===== src/rtl/fa4_seq_ctrl.sv =====
// WIDTH-bit adder that reuses one 4-bit ripple slice, one nibble per clock, LSB nibble first.
// Optional subtract mode enabled by defining FA4_SEQ_SUB_EN.
module fa4_seq_ctrl #(
    parameter int unsigned WIDTH = 16
) (
    input  logic             clk,
    input  logic             rst_n,
    input  logic             start,
    input  logic [WIDTH-1:0] a,
    input  logic [WIDTH-1:0] b,
    input  logic             cin,
`ifdef FA4_SEQ_SUB_EN
    input  logic             sub,
`endif
    output logic             busy,
    output logic             done,
    output logic [WIDTH-1:0] Sum,
    output logic             Cout
);

    localparam int unsigned NIBBLES = WIDTH / 4;
    localparam int unsigned CNT_W   = (NIBBLES > 1) ? $clog2(NIBBLES) : 1;

    localparam logic [1:0] S_IDLE = 2'd0;
    localparam logic [1:0] S_RUN  = 2'd1;
    localparam logic [1:0] S_DONE = 2'd2;

    logic [1:0]       state_q, state_d;
    logic [WIDTH-1:0] opa_q, opa_d;
    logic [WIDTH-1:0] opb_q, opb_d;
    logic [WIDTH-1:0] res_q, res_d;
    logic [WIDTH-1:0] sum_q, sum_d;
    logic             carry_q, carry_d;
    logic             cout_q, cout_d;
    logic             busy_q, busy_d;
    logic             done_q, done_d;
    logic [CNT_W-1:0] cnt_q, cnt_d;

    logic [3:0] slice_sum;
    logic       slice_cout;
    logic [4:0] rc;

    // Single 4-bit ripple slice built from full-adder cells.
    always_comb begin
        rc        = '0;
        rc[0]     = carry_q;
        slice_sum = '0;
        for (int i = 0; i < 4; i++) begin
            slice_sum[i] = opa_q[i] ^ opb_q[i] ^ rc[i];
            rc[i+1]      = (opa_q[i] & opb_q[i]) | (rc[i] & (opa_q[i] ^ opb_q[i]));
        end
        slice_cout = rc[4];
    end

    always_comb begin
        state_d = state_q;
        opa_d   = opa_q;
        opb_d   = opb_q;
        res_d   = res_q;
        sum_d   = sum_q;
        carry_d = carry_q;
        cout_d  = cout_q;
        cnt_d   = cnt_q;

        case (state_q)
            S_IDLE, S_DONE: begin
                state_d = S_IDLE;
                if (start) begin
                    state_d = S_RUN;
                    opa_d   = a;
                    opb_d   = b;
                    carry_d = cin;
                    cnt_d   = '0;
`ifdef FA4_SEQ_SUB_EN
                    // Two's-complement subtract: invert b and inject a carry of one.
                    if (sub) begin
                        opb_d   = ~b;
                        carry_d = 1'b1;
                    end
`endif
                end
            end
            S_RUN: begin
                res_d   = {slice_sum, res_q[WIDTH-1:4]};
                opa_d   = {4'b0000, opa_q[WIDTH-1:4]};
                opb_d   = {4'b0000, opb_q[WIDTH-1:4]};
                carry_d = slice_cout;
                cnt_d   = cnt_q + CNT_W'(1);
                if (cnt_q == CNT_W'(NIBBLES - 1)) begin
                    sum_d   = res_d;
                    cout_d  = slice_cout;
                    state_d = S_DONE;
                end
            end
            default: state_d = S_IDLE;
        endcase

        busy_d = (state_d == S_RUN);
        done_d = (state_d == S_DONE);
    end

    always_ff @(posedge clk or negedge rst_n) begin
        if (!rst_n) begin
            state_q <= S_IDLE;
            opa_q   <= '0;
            opb_q   <= '0;
            res_q   <= '0;
            sum_q   <= '0;
            carry_q <= 1'b0;
            cout_q  <= 1'b0;
            busy_q  <= 1'b0;
            done_q  <= 1'b0;
            cnt_q   <= '0;
        end else begin
            state_q <= state_d;
            opa_q   <= opa_d;
            opb_q   <= opb_d;
            res_q   <= res_d;
            sum_q   <= sum_d;
            carry_q <= carry_d;
            cout_q  <= cout_d;
            busy_q  <= busy_d;
            done_q  <= done_d;
            cnt_q   <= cnt_d;
        end
    end

    assign busy = busy_q;
    assign done = done_q;
    assign Sum  = sum_q;
    assign Cout = cout_q;

endmodule

===== config.mk =====
export PLATFORM = sky130hd
export DESIGN_NAME = fa4_seq_ctrl
export DESIGN_NICKNAME = d
export VERILOG_FILES = /design/src/rtl/fa4_seq_ctrl.sv
export SDC_FILE = /design/constraint.sdc
export NUM_CORES = 1
export LEC_CHECK = 0
export CORE_MARGIN = 3
export CORE_UTILIZATION = 53
export CTS_BUF_LIST = sky130_fd_sc_hd__clkbuf_16
export DETAILED_ROUTE_END_ITERATION = 7
export PLACE_DENSITY = 0.88
export SYNTH_ARGS = -nofsm -noshare
export SYNTH_HDL_FRONTEND = slang
export SYNTH_SLANG_ARGS = --single-unit
export TNS_END_PERCENT = 100

===== constraint.sdc =====
create_clock -name clk -period 3.9 [get_ports clk]
set_input_delay 0.78 -clock clk [delete_from_list [all_inputs] [get_ports clk]]
set_output_delay 0.78 -clock clk [all_outputs]
set_load 0.005 [all_outputs]

==> results of run 1 <==
-- kinds of logic after synthesis --
group | after synthesis
AO/OA/AOI/OAI | 68
AND/OR/NAND/NOR | 35
multiplexers | 46
buffers and inverters | 36
flip-flops | 68
adder cells (fa/ha/maj) | 5
-- power by group through the flow --
stage          registers (mW)  clock network [mW]  logic [mW]
6_report                 1.32               0.770        1.28
2_1_floorplan            1.24                   0       0.955
3_5_place_dp             1.33                   0        1.29
3_3_place_gp             1.30                   0        1.22
4_1_cts                  1.32               0.786        1.30
5_1_grt                  1.36               0.821        1.43
-- worst paths after layout --
path | start | endpoint | slack (ns) | cells after the start
setup / recovery | opa_q[0] | res_q[15] | 1.50 | 8
hold / removal | Sum[13] | Sum[13] | 0.48 | 2
setup reg to reg | opa_q[0] | res_q[15] | 1.50 | 8
hold reg to reg | Sum[13] | Sum[13] | 0.48 | 2
max in group asynchronous | rst_n | Sum[7] | 2.41 | 2
min in group asynchronous | rst_n | Sum[4] | 0.59 | 1
-- registers in the layout (all words and copies together), names as in the netlist --
| name | cells |
|---|---|
| state_q | 2 |
| Cout | 1 |
| cnt_q | 2 |
| res_q | 12 |
| busy | 1 |
| Sum | 16 |
| carry_q | 1 |
| opb_q | 16 |
| opa_q | 16 |
| done | 1 |
-- critical path, cell delays in order, from the launching register on --
cell     delay, ns
dfrtp_1       0.42
fa_1          0.42
inv_1         0.08
fa_1          0.16
inv_1         0.06
fa_1          0.37
inv_1         0.08
fa_1          0.44
o21ai_0       0.27
-- layer usage --
layer / track usage (%) / vias to the layer above / wire (um)
met5: 0 / - / 0
met3: 6.72 / 14 / 279
met2: 30.7 / 54 / 3080
li1: - / 1014 / -
met4: 8.33 / 0 / 124
met1: 25.8 / 1043 / 2720
-- area by class of cell --
class	instances	area share [%]
flip-flops and latches	68	43.3
clock buffers	9	5.73
well taps	72	2.29
inverters	17	1.62
repair buffers	58	14.4
clock inverters	6	1.46
multi-input cells	154	31.2
-- cells in the final DEF (no fill, tap or decap), types with 2 or more instances in the layout --
cell type        instances
mux2_4                   4
a21oi_1                 26
inv_1                   18
clkdlybuf4s50_1         53
nor2b_1                 18
o21ai_0                 13
mux2i_1                 21
a22o_1                   4
nor2_1                   2
a211oi_1                17
o22ai_1                  8
fa_1                     4
mux2_2                  20
buf_4                    4
clkbuf_16                9
nand3_1                  6
clkinv_2                 3
dfrtp_1                 68
nand2_1                  5
-- per-stage QoR --
step / worst slack, ns / area, sq um / total power [mW]
2_1_floorplan: 1.81 / 3120 / 2.19
5_1_grt: 1.41 / 3930 / 3.61
3_5_place_dp: 1.31 / 3650 / 2.62
4_1_cts: 1.49 / 3930 / 3.41
6_report: 1.50 / 3930 / 3.38
3_3_place_gp: 1.36 / 3650 / 2.52
==> flow_summary.toml, run 1 <==
[floorplanning]
rows = 27
dieArea_sq_um = 6830
io_pins = 55
core-area_sq_um = 5610
die_y_um = 82.7
initial_core_util_pct = 55.6
dieWidth_um = 82.7

[clock_network]
cts.repair.resized = 0
cts-root-buf = "clkbuf_16"
clkTransAtPathRegs_ns = 0.05
cts_max_level = 3
post-cts-setup-buffers = 0
cts_tree = "built"
clk_latency_ns = 0.33
cts_buffers = 9
cts.sinks = 68
clock_path_buffers = 2
cts_hold_buffers = 0

[timing]
drv_slew = 0
period_needed_ns = 2.40
max_freq_mhz = 416
tns_ns = 0
final-hold-violation-count = 0
rsz0062_at_grt = "false"
slew_headroom_pct = 38.7
report.final.setup_viol = 0
worst_slew_pin_slew_ns = 0.920
skew_ns = 0.00575
timing.hold.ws_ns = 0.477
period_share_pct = 61.6

[setup_path]
worstSetupStartpointType = "flop"
critical_path_required_ns = 4.12
crit_path_end_kind = "flop"
critPathMaxFanout = 3
arrival_ns = 2.62
path_class = "flop to flop"

[yosys]
muxShareOfSynthArea_pct = 16.3
synth_ff_type = "dfrtp_1"
synth.avg_cell_area_sq_um = 12.1
ys_ff_latch = 68
synth.area.top_cells = "dfrtp_1, mux2_2, mux2i_1"
synth_fa_ha_area_share_pct = 2.97
synth_seq_area_share_pct = 54.6
synth_cell_types = 24
synth.most_common_cell = "dfrtp_1"
synth_xor_area_share_pct = 0
yosysTopAreaCell = "dfrtp_1"
synthTopCellsByCount = "dfrtp_1, a21oi_1, mux2i_1, mux2_2, nor2b_1"
netlist_area_sq_um = 3120
synth-edff-count = 0
synth_top_area_share_pct = 54.6
ys_async_sr_fraction_pct = 100
synth_warnings = 0
postSynthCellCount = 258
syn_nets = 299
synth-compound-area-share_pct = 13.1
synth_top_family_by_area = "multiplexers"
synth-simple-area-share_pct = 6.99

[drt]
antenna_left = 0
wl_per_cell_um = 16.2
drt_iter0_drc = 124
wl_um = 6210
dr_total_vias = 2125
first_pass_iters = 4
avgViaCountPerCell = 5.53
route.detailed.drc = 0

[finish]
diodes = 0
fin_nets = 349
syn2layout_area_growth_pct = 26.1
layout-drive-gt1-share_pct = 14.7
utilization_pct = 70.1
fin_cells = 384
multi_input_area_sq_um = 1220
fill_cells = 396
regArea_sq_um = 1700

[global_route]
grt_use_total_pct = 19.9
grt_antenna_before_repair = 0
grt_pass1_vias = 2009
grt_pass1_wl_um = 9920
grt_max_degree = 43
overflow = 0

[pwr]
switching_share_pct = 33.0
ir_drop_uv = 458
p_int_mw = 2.26
p_comb_share_pct = 38.0
p_seq_share_pct = 39.2
p_leak_nw = 1.71
power.switching_mw = 1.11
pwr_density_cell_nw_per_um2 = 860
clkPwrFrac_pct = 22.8

[placement]
dp.cells = 369
hpwlAfterDp_um = 4130
gp_congestion = 0.773
io_buffer_count = 54

[run_status]
outcome = "finished, final reports clean"

[run]
maxCapViolCount = 0

[hold_path]
hold_path.class = "flop to flop"
(Power assumes the default switching activity.)
==> inputs of run 2 (changes only) <==
--- a/config.mk
+++ b/config.mk
@@ -6,10 +6,10 @@
 export NUM_CORES = 1
 export LEC_CHECK = 0
 export CORE_MARGIN = 3
-export CORE_UTILIZATION = 53
+export CORE_UTILIZATION = 47
 export CTS_BUF_LIST = sky130_fd_sc_hd__clkbuf_16
 export DETAILED_ROUTE_END_ITERATION = 7
-export PLACE_DENSITY = 0.88
+export PLACE_DENSITY = 0.83
 export SYNTH_ARGS = -nofsm -noshare
 export SYNTH_HDL_FRONTEND = slang
 export SYNTH_SLANG_ARGS = --single-unit
==> constraint.sdc (replaced) <==
create_clock -name clk -period 2 [get_ports clk]
set_input_delay 0.4 -clock clk [delete_from_list [all_inputs] [get_ports clk]]
set_output_delay 0.4 -clock clk [all_outputs]
set_load 0.005 [all_outputs]
==> run 2 against run 1 <==
  * Sequential power rose by 92%
  * Via count up 1.2%
  * Wire length is 3.1% lower
  * Global-route usage decreased by 2.2 points
  * Highest routed layer unchanged
  * The flow now finishes with violations (setup timing)
  * Largest power group is now combinational cells
==> flow_summary.toml, run 2 (synthesis results as in run 1) <==
[setup_path]
arrival_ns = 2.35
critPathMaxFanout = 2
critical_path_required_ns = 2.24
crit_path_end_kind = "flop"
worstSetupStartpointType = "flop"
path_class = "flop to flop"

[timing]
period_needed_ns = 2.11
worst_slew_pin_slew_ns = 0.603
max_freq_mhz = 474
drv_slew = 0
timing.hold.ws_ns = 0.100
period_share_pct = 105
final-hold-violation-count = 0
slew_headroom_pct = 59.8
report.final.setup_viol = 2
skew_ns = 0.00378
rsz0062_at_grt = "true"
fin_ws_ns = -0.110
tns_ns = -0.189

[placement]
gp_congestion = 0.790
hpwlAfterDp_um = 3980
io_buffer_count = 54

[finish]
layout-drive-gt1-share_pct = 18.0
fill_cells = 517
diodes = 0
syn2layout_area_growth_pct = 27.6
final_common_cell = "dfrtp_1"
layout.cells.most_common_list = "dfrtp_1, clkdlybuf4s50_1, a21oi_1"
fin_nets = 354

[pwr]
p_comb_share_pct = 40.3
ir_drop_uv = 1200
clkPwrFrac_pct = 20.6
pwr_density_cell_nw_per_um2 = 1630
power.switching_mw = 2.14
p_seq_share_pct = 39.2
p_leak_nw = 1.72
p_int_mw = 4.36
switching_share_pct = 32.9

[global_route]
grt_pass1_vias = 2172
overflow = 0
grt_pass1_wl_um = 10500
grt_use_total_pct = 17.7
grt_antenna_before_repair = 0
grt_max_degree = 69

[drt]
first_pass_iters = 6
drt_iter0_drc = 58
antenna_left = 0
wl_per_cell_um = 15.3
dr_total_vias = 2151
wl_um = 6010
avgViaCountPerCell = 5.47
route.detailed.drc = 0

[clock_network]
cts_tree = "built"
clock_path_buffers = 2
clk_latency_ns = 0.32
clkTransAtPathRegs_ns = 0.05
cts_max_level = 3
cts-root-buf = "clkbuf_16"
cts.sinks = 68
cts_buffers = 9

[hold_path]
hold_path.class = "input port to asynchronous set/reset pin"

[floorplanning]
dieArea_sq_um = 7640
io_pins = 55
rows = 29
core-area_sq_um = 6390
die_y_um = 87.4
initial_core_util_pct = 48.8
dieWidth_um = 87.4

[run_status]
violations = "setup timing"
outcome = "finished, violations left"

[run]
maxCapViolCount = 0
[run 2: cell count changes in the layout (fill, tap and decap cells not counted), sizes merged]
cell	delta
buf	+5
bufinv	-1
[run 2: timing repair]
action / in CTS / in global routing
gates resized for setup: 1 / 2
hold buffers: 0 / 0
pin swaps: 5 / 2
setup buffers: 1 / 0
endpoints found under the setup margin: 3 / 3
gates cloned: 0 / 0
endpoints found under the hold margin: 0 / 0
[run 2: per-stage QoR]
step / setup WS (ns) / util [%] / std cells / area, sq um / power (mW)
global route: -0.176 / 62.3 / 393 / 3980 / 7.01
global placement: -0.0432 / 58.2 / 378 / 3710 / 5.00
finish: -0.110 / 62.3 / 393 / 3980 / 6.49
CTS: -0.110 / 62.2 / 393 / 3970 / 6.54
detailed placement: -0.0942 / 58.2 / 378 / 3710 / 5.16
floorplan: -0.0184 / - / 258 / 3120 / 4.32
[run 2: cell type report]
class	instances	area, sq um	share of cell area [%]
Clock inverter	5	22.5	0.566
Inverter	17	63.8	1.60
Tap cell	77	96.3	2.42
Multi-Input combinational cell	154	1240	31.2
Clock buffer	9	225	5.66
Timing Repair Buffer	63	628	15.8
Sequential cell	68	1700	42.8
[run 2: power groups by stage]
stage | registers [mW] | clock network, mW | logic [mW]
2_1_floorplan | 2.42 | 0 | 1.90
3_3_place_gp | 2.51 | 0 | 2.48
3_5_place_dp | 2.56 | 0 | 2.59
4_1_cts | 2.55 | 1.36 | 2.64
5_1_grt | 2.63 | 1.43 | 2.94
6_report | 2.54 | 1.33 | 2.62
[run 2: final timing paths]
path	startpoint	end	slack, ns	depth (start not counted)
setup / recovery	opa_q[0]	res_q[15]	-0.11	8
hold / removal	rst_n	Sum[3]	0.10	2
setup reg to reg	opa_q[0]	res_q[15]	-0.11	8
hold reg to reg	res_q[7]	res_q[7]	0.50	1
max in group asynchronous	rst_n	opa_q[3]	1.62	2
min in group clk	res_q[7]	res_q[7]	0.50	1
[run 2: routing by layer]
metal  routed length, um  up-vias  share of wire (%)  track usage, %
li1                    -     1012                  -               -
met1                2600     1059                 43            23.5
met2                2920       72                 48            27.6
met3                 391        8                6.5            6.15
met4                 101        0                1.7            5.16
met5                   0        -                  0               0
[run 2: worst max-delay path, stage by stage (launching register included)]
cell and delay (ns):
dfrtp_1 0.40, fa_2 0.39, inv_2 0.06, fa_2 0.18
inv_2 0.04, fa_2 0.32, inv_2 0.06, fa_2 0.44
o21ai_1 0.15
